File: src/rtl/cpu_host_sequencer.sv
// Host sequencer: loads words into CPU data memory, runs the CPU until Halt/timeout, streams a memory range back.
// Latency: 2 cycles per load word, RUN lasts until Halt (from cycle 2) or TIMEOUT_CYCLES, 2 cycles per readback word.
// Backpressure: LoadReady only in IDLE; OUT holds the result stable and issues no new read until ResultReady.
module cpu_host_sequencer #(
    parameter logic [31:0] TIMEOUT_CYCLES = 32'd65536
) (
    input  logic        CLK,
    input  logic        Rst_n,
    input  logic        LoadValid,
    output logic        LoadReady,
    input  logic [31:0] LoadAddr,
    input  logic [31:0] LoadData,
    input  logic        LoadLast,
    input  logic [31:0] DumpBase,
    input  logic [15:0] DumpCount,
    output logic        ResultValid,
    input  logic        ResultReady,
    output logic [31:0] ResultAddr,
    output logic [31:0] ResultData,
    output logic        ResultLast,
    output logic        Busy,
    output logic        Done,
    output logic        TimedOut,
    output logic [31:0] CycleCount,
    output logic        Start,
    output logic        Stop,
    output logic        Verify,
    output logic [31:0] AddfromExtern,
    output logic [31:0] NumfromExtern,
    input  logic        Halt,
    input  logic [31:0] NumtoExtern
);

    typedef enum logic [2:0] {
        IDLE     = 3'd0,
        LOAD_WR  = 3'd1,
        RUN      = 3'd2,
        READ_REQ = 3'd3,
        OUT      = 3'd4,
        DONE     = 3'd5
    } state_t;

    state_t      state;
    logic        lastFlag;
    logic [31:0] dumpAddr;
    logic [15:0] remaining;

    logic [31:0] nextCount;
    logic        haltHit;
    logic        timeoutHit;

    // Halt is only meaningful once the CPU has been enabled for a full cycle;
    // a halt in the same cycle as the timeout takes precedence.
    assign nextCount  = CycleCount + 32'd1;
    assign haltHit    = Halt && (CycleCount != 32'd0);
    assign timeoutHit = (nextCount == TIMEOUT_CYCLES);

    // Session state machine; every output is a register updated here.
    always_ff @(posedge CLK or negedge Rst_n) begin
        if (!Rst_n) begin
            state         <= IDLE;
            lastFlag      <= 1'b0;
            dumpAddr      <= 32'd0;
            remaining     <= 16'd0;
            LoadReady     <= 1'b0;
            ResultValid   <= 1'b0;
            ResultAddr    <= 32'd0;
            ResultData    <= 32'd0;
            ResultLast    <= 1'b0;
            Busy          <= 1'b0;
            Done          <= 1'b0;
            TimedOut      <= 1'b0;
            CycleCount    <= 32'd0;
            Start         <= 1'b0;
            Stop          <= 1'b0;
            Verify        <= 1'b0;
            AddfromExtern <= 32'd0;
            NumfromExtern <= 32'd0;
        end else begin
            Done <= 1'b0;
            case (state)
                IDLE: begin
                    LoadReady <= 1'b1;
                    if (LoadValid && LoadReady) begin
                        LoadReady     <= 1'b0;
                        Stop          <= 1'b1;
                        AddfromExtern <= LoadAddr & ~32'd3;
                        NumfromExtern <= LoadData;
                        TimedOut      <= 1'b0;
                        CycleCount    <= 32'd0;
                        Busy          <= 1'b1;
                        lastFlag      <= LoadLast;
                        if (LoadLast) begin
                            dumpAddr  <= DumpBase & ~32'd3;
                            remaining <= DumpCount;
                        end
                        state <= LOAD_WR;
                    end
                end
                LOAD_WR: begin
                    Stop <= 1'b0;
                    if (lastFlag) begin
                        Start <= 1'b1;
                        state <= RUN;
                    end else begin
                        LoadReady <= 1'b1;
                        state     <= IDLE;
                    end
                end
                RUN: begin
                    CycleCount <= nextCount;
                    if (haltHit || timeoutHit) begin
                        Start    <= 1'b0;
                        lastFlag <= 1'b0;
                        if (!haltHit) begin
                            TimedOut <= 1'b1;
                        end
                        if (remaining != 16'd0) begin
                            Verify        <= 1'b1;
                            AddfromExtern <= dumpAddr;
                            state         <= READ_REQ;
                        end else begin
                            Done  <= 1'b1;
                            state <= DONE;
                        end
                    end
                end
                READ_REQ: begin
                    Verify      <= 1'b0;
                    ResultData  <= NumtoExtern;
                    ResultAddr  <= dumpAddr;
                    ResultLast  <= (remaining == 16'd1);
                    ResultValid <= 1'b1;
                    state       <= OUT;
                end
                OUT: begin
                    if (ResultReady) begin
                        ResultValid <= 1'b0;
                        ResultLast  <= 1'b0;
                        dumpAddr    <= dumpAddr + 32'd4;
                        remaining   <= remaining - 16'd1;
                        if (remaining == 16'd1) begin
                            Done  <= 1'b1;
                            state <= DONE;
                        end else begin
                            Verify        <= 1'b1;
                            AddfromExtern <= dumpAddr + 32'd4;
                            state         <= READ_REQ;
                        end
                    end
                end
                DONE: begin
                    Busy      <= 1'b0;
                    LoadReady <= 1'b1;
                    state     <= IDLE;
                end
                default: begin
                    Start     <= 1'b0;
                    Stop      <= 1'b0;
                    Verify    <= 1'b0;
                    Busy      <= 1'b0;
                    LoadReady <= 1'b1;
                    state     <= IDLE;
                end
            endcase
        end
    end

endmodule
File: config.mk
export PLATFORM = sky130hd
export DESIGN_NAME = cpu_host_sequencer
export DESIGN_NICKNAME = d
export VERILOG_FILES = /design/src/rtl/cpu_host_sequencer.sv
export SDC_FILE = /design/constraint.sdc
export NUM_CORES = 1
export LEC_CHECK = 0
export CORE_ASPECT_RATIO = 0.7
export CORE_MARGIN = 2
export CORE_UTILIZATION = 25
export CTS_CLUSTER_SIZE = 28
export DETAILED_ROUTE_END_ITERATION = 10
export GPL_ROUTABILITY_DRIVEN = 0
export GPL_TIMING_DRIVEN = 0
export PLACE_DENSITY = 0.49
export SETUP_SLACK_MARGIN = 0.05
export SYNTH_ARGS = -nofsm -noshare
export SYNTH_HDL_FRONTEND = slang
export SYNTH_SLANG_ARGS = --single-unit
File: constraint.sdc
create_clock -name CLK -period 4.8 [get_ports CLK]
set_clock_uncertainty 0.1 [all_clocks]
set_input_delay 0.96 -clock CLK [delete_from_list [all_inputs] [get_ports CLK]]
set_output_delay 0.96 -clock CLK [all_outputs]
set_load 0.03 [all_outputs]
### Word level (Yosys, flattened, before mapping)

Cells that the tools add are included.

| cells by class | value |
|---|---|
| mux-type cells | 51 |
| bitwise logic cells | 5 |
| add/sub/neg operators | 3 |
| equality and inequality tests | 16 |
| reductions and logical operators | 28 |

Operator list:

| operator | number |
|---|---|
| two-way mux 32 bit | 9 |
| one-hot mux 32 bit (2 select lines) | 2 |
| one-hot mux 32 bit (3 select lines) | 1 |
| two-way mux 16 bit | 3 |
| adder 32 x 1 -> 32 bit, second input constant | 1 |
| adder 32 x 3 -> 32 bit, second input constant | 1 |
| equality test 32 x 17 -> 1 bit, second input constant | 1 |
| one-hot mux 16 bit (2 select lines) | 1 |
| nonzero test 32 bit | 1 |
| two-way mux 1 bit | 18 |
| inequality test 2 bit, second input constant | 9 |
| equality test 16 x 1 -> 1 bit, second input constant | 1 |
| nonzero test 16 bit | 1 |
| subtractor 16 x 1 -> 16 bit, second input constant | 1 |
| two-way mux 3 bit | 5 |
| one-hot mux 3 bit (5 select lines) | 1 |
| one-hot mux 1 bit (2 select lines) | 7 |
| AND reduction 2 bit | 6 |
| OR reduction 4 bit | 3 |
| one-hot mux 1 bit (3 select lines) | 3 |
| AND reduction 3 bit | 3 |
| AND reduction 4 bit | 2 |
| equality test 3 x 2 -> 1 bit, second input constant | 2 |
| equality test 3 bit, second input constant | 2 |
| 11 further kinds | 19 |

| word-level totals | value |
|---|---|
| flip-flop bits (word level) | 221 |
| output and inout bits | 169 |
| input port bits | 150 |
| logic and storage cells | 121 |

### Longest topological paths before layout

| logic depth | value |
|---|---|
| depth in word-level cells | 5 |
| depth in mapped cells | 11 |
| gate-level depth less buffers | 9 |

### Worst setup path before layout

OpenSTA, ideal clock, no wires.

| path | value |
|---|---|
| path kind | register to register |
| start point | register CycleCount[6] |
| end point | register AddfromExtern[18] |
| required time | 4.572 ns |
| path buffers | 2 |
| stages on the path, launching flop included | 11 |
| period minus slack after synthesis | 3.434 ns |
| data arrival time | 3.206 ns |
| setup time | 0.128 ns |
| slack | 1.366 ns |
| cells stage by stage | dfrtp_1 > buf_2 > nand4_2 > or4_1 > nor4_1 > a21oi_1 > or4_4 > nor4_4 > o21ba_4 > buf_6 > mux2_1 |

| between the ends | value |
|---|---|
| word-level cells in the longest chain between the ends | 5 |
| elaborated cells between the ends (all ways) | 7 |
| classes of those cells | add/sub: 1; eq/ne: 2; reduce/logical: 4 |

RTL lines:

| what | RTL line | RTL |
|---|---|---|
| from (decl) | 24 | `output logic [31:0] CycleCount,` |
| from (signal assigned) | 111 | `CycleCount <= nextCount;` |
| adder 32 x 1 -> 32 bit / nonzero test 32 bit (equally long branches) | 54, 55 |  |
| equality test 32 x 17 -> 1 bit / logical AND 1 bit (equally long branches) | 56, 55 |  |
| logical OR 1 bit (*) | 112 | `if (haltHit \|\| timeoutHit) begin` |
| inequality test 2 bit (no source line) (*) | -- |  |
| AND reduction 6 bit (no source line) (*) | -- |  |
| to (signal assigned) | 87 | `AddfromExtern <= LoadAddr & ~32'd3;` |
| to (signal assigned) | 120 | `AddfromExtern <= dumpAddr;` |
| to (signal assigned) | 147 | `AddfromExtern <= dumpAddr + 32'd4;` |
| to (decl) | 28 | `output logic [31:0] AddfromExtern,` |

Mark *: on every way between the ends. The rest lies on a longest branch, timed or not.
A chain may end at the register's enable or synchronous reset.

### Worst setup path in the final report

| path | value |
|---|---|
| start point | register CycleCount[10] |
| end point | register AddfromExtern[25] |

Same word-level chain as after synthesis.

==> results.ini <==
[detailed_routing]
via_per_inst=4.96
drtIter0Drc=750
vias=10700
wl_mm=44.1
wl_per_cell_um=20.5
firstDrtPassIters=5
route.detailed.drc=0
antenna_left=0

[worst_setup_path]
r2r-start=CycleCount[10]
worst_ep_arrival_time_ns=4.43
startpoint=CycleCount[10]
critPathCaptureType=flop
crit_path_start_kind=flop
crit_type=reg2reg
cp_data_required_time_ns=5.13
cp_max_fo=10

[hold_path]
hp-class=in2async

[synthesis]
synth_common_cells=dfrtp_1 (216), nand2_1 (196), o21ai_0 (131)
synth_seq_area_share_pct=49.0
synth_cells=1199
synthDistinctLibCells=65
synth_most_common_cell=dfrtp_1
yosys.area.top_type=dfrtp_1
ys_warn_count=0
yosys.area.top_type_share_pct=49.0
ys_async_sr_fraction_pct=100
yosys_register_bits=216
synth_flop_cell=dfrtp_1
synth_edf_count=0
synthTopCellsByArea=dfrtp_1 (49%), nand2_1 (6.7%), mux2_2 (6.0%), o21ai_0 (5.9%), a21oi_1 (4.0%)
synth_area_um2=11000
syn_area_per_cell_um2=9.20

[cts]
cts_buffers=25
clock_latency_ns=0.56
ctsHoldBuffers=0
cts_max_level=1
ctsResizeCount=0
cts_setup_buffers=0
clkTransAtPathRegs_ns=0.06
cts-root-buf=clkbuf_16
cts_num_sinks=216
cts_tree=built
cts_max_path_buffers=3

[timing]
relSlewSlack_pct=14.2
worst_pin_slew_ns=1.27
report.final.slew_viol_count=0
period_needed_ns=4.10
rsz0062_at_grt=no
setup_viol=0
setup_tns_ns=0
fin_crit_sh_pct=85.5
max_freq_ghz=0.244
hold_violations=0

[placed_design]
placed_cell_area_um2=15000
hpwl_mm=32.8
placedCellCount=2108
io_buffer_count=312

[grt]
grt_pass1_vias=10400
antenna_found_initial=3
grt_pass1_wl_mm=66.2
grt_overflow=0
grt.total_usage_pct=18.9
grt_max_degree=89

[final_layout]
fin_util_pct=36.2
seq_area_um2=5410
fillers=4448
multiInputGateArea_um2=5220
final_nets=1696
stdcell_area_um2=15800
areaGrowthSynthToFinish_pct=43.3
finalNonFillerCells=2154
drive_gt1_share_pct=8.10

[die]
fp.dieArea_um2=45900
pin_count=319
chipHeight_um=180
core_um2=43600
initial_core_util_pct=25.3
die_w_um=255
core.rowCount=64

[pwr]
power_density_nw_per_um2=667
power_leakage_nw=6.35
ir_drop_mv=0.287

[outcome]
status=completed

[flow_run]
drv_cap=0

==> layout make-up <==
| type | instances | share of cell area, % |
|---|---|---|
| Sequential cell | 216 | 34.2 |
| Tap cell | 594 | 4.70 |
| Clock buffer | 35 | 4.51 |
| Timing Repair Buffer | 314 | 20.1 |
| Buffer | 87 | 2.33 |
| Clock inverter | 7 | 0.720 |
| Multi-Input combinational cell | 882 | 33.0 |
| Inverter | 15 | 0.356 |
| Antenna cell | 4 | 0.0633 |
==> path summary, 6_finish.rpt <==
kind | endpoint | slack (ns) | cells after the start
worst max-delay path | AddfromExtern[25] | 0.70 | 10
worst min-delay path | CycleCount[26] | 0.22 | 1
max in group asynchronous | remaining[4] | 3.56 | 2
min in group CLK | NumfromExtern[0] | 0.37 | 2
worst min register to register | NumfromExtern[0] | 0.37 | 2
worst max register to register | AddfromExtern[25] | 0.70 | 10
==> metal layers <==
metal | GRT usage, % | vias up | wire (um)
li1 | - | 4996 | -
met1 | 26.2 | 5230 | 19800
met2 | 29.2 | 404 | 20000
met3 | 4.36 | 59 | 3160
met4 | 5.36 | 0 | 1170
met5 | 0 | - | 0
==> report_power, final <==
part | switching (W) | internal, W | leakage [nW]
Clock | 0.000822 | 0.00119 | 0.409
Sequential | 0.000579 | 0.00260 | 2.64
Combinational | 0.00324 | 0.00212 | 3.30
==> stage by stage <==
stage | total power [W] | setup WS (ns) | hold slack, ns
after floorplan | 0.00622 | 1.37 | 0.360
after global placement | 0.00854 | -7.39 | 0.359
after detailed placement | 0.00859 | 0.726 | 0.363
after CTS | 0.0107 | 0.705 | 0.210
after global routing | 0.0112 | 0.376 | 0.228
final | 0.0105 | 0.696 | 0.222
==> cell usage in the layout, fill, tap and decap left out, types with 4 or more instances in the layout <==
cell and count:
o311ai_0 4, o41ai_1 4, and3_1 12, nor2_1 82
buf_1 10, dfrtp_1 216, a22oi_1 5, a31oi_1 10
o22a_1 4, clkdlybuf4s50_1 311, ha_1 5, a221o_1 12
o31ai_1 12, nor4_1 18, xnor2_1 11, inv_1 15
nand3_1 42, nand4_1 18, a211o_1 7, nand2_1 196
and2_1 14, o22ai_1 13, clkbuf_1 70, clkbuf_8 5
o21ai_0 131, a21oi_1 89, mux2_2 59, nor3_1 31
nand2b_1 5, or3_1 5, xor2_1 4, clkbuf_16 25
and4_1 6, nand3b_1 4, a211oi_1 4, mux2_1 27
diode_2 4
==> cells by family after synthesis <==
kind of cell | Yosys count | synth area share, %
xor gates and xnor gates | 15 | 1.19
adders and majority gates | 5 | 0.567
buffers and inverters | 102 | 3.84
DFF | 216 | 49.0
and+or+nand+nor | 453 | 19.2
AOI/OAI and AO/OA | 319 | 17.2
other | 1 | 0.0340
muxes | 88 | 8.96
==> registers in the layout (all words and copies together) (netlist names), 3 cells and up <==
name	cells
ResultAddr	30
remaining	16
ResultData	32
NumfromExtern	32
AddfromExtern	31
state	3
dumpAddr	30
CycleCount	32
==> critical path, stage by stage (launching register included) <==
cell and delay, ns:
dfrtp_1 0.34, clkbuf_1 0.39, nand3_1 0.24, nor4_1 0.83
nand4_1 0.23, xnor2_1 0.20, or4_4 0.45, nor4_4 0.39
o21ba_4 0.27, buf_6 0.20, mux2_1 0.34
Note: power is estimated with default switching activity, not from simulation.
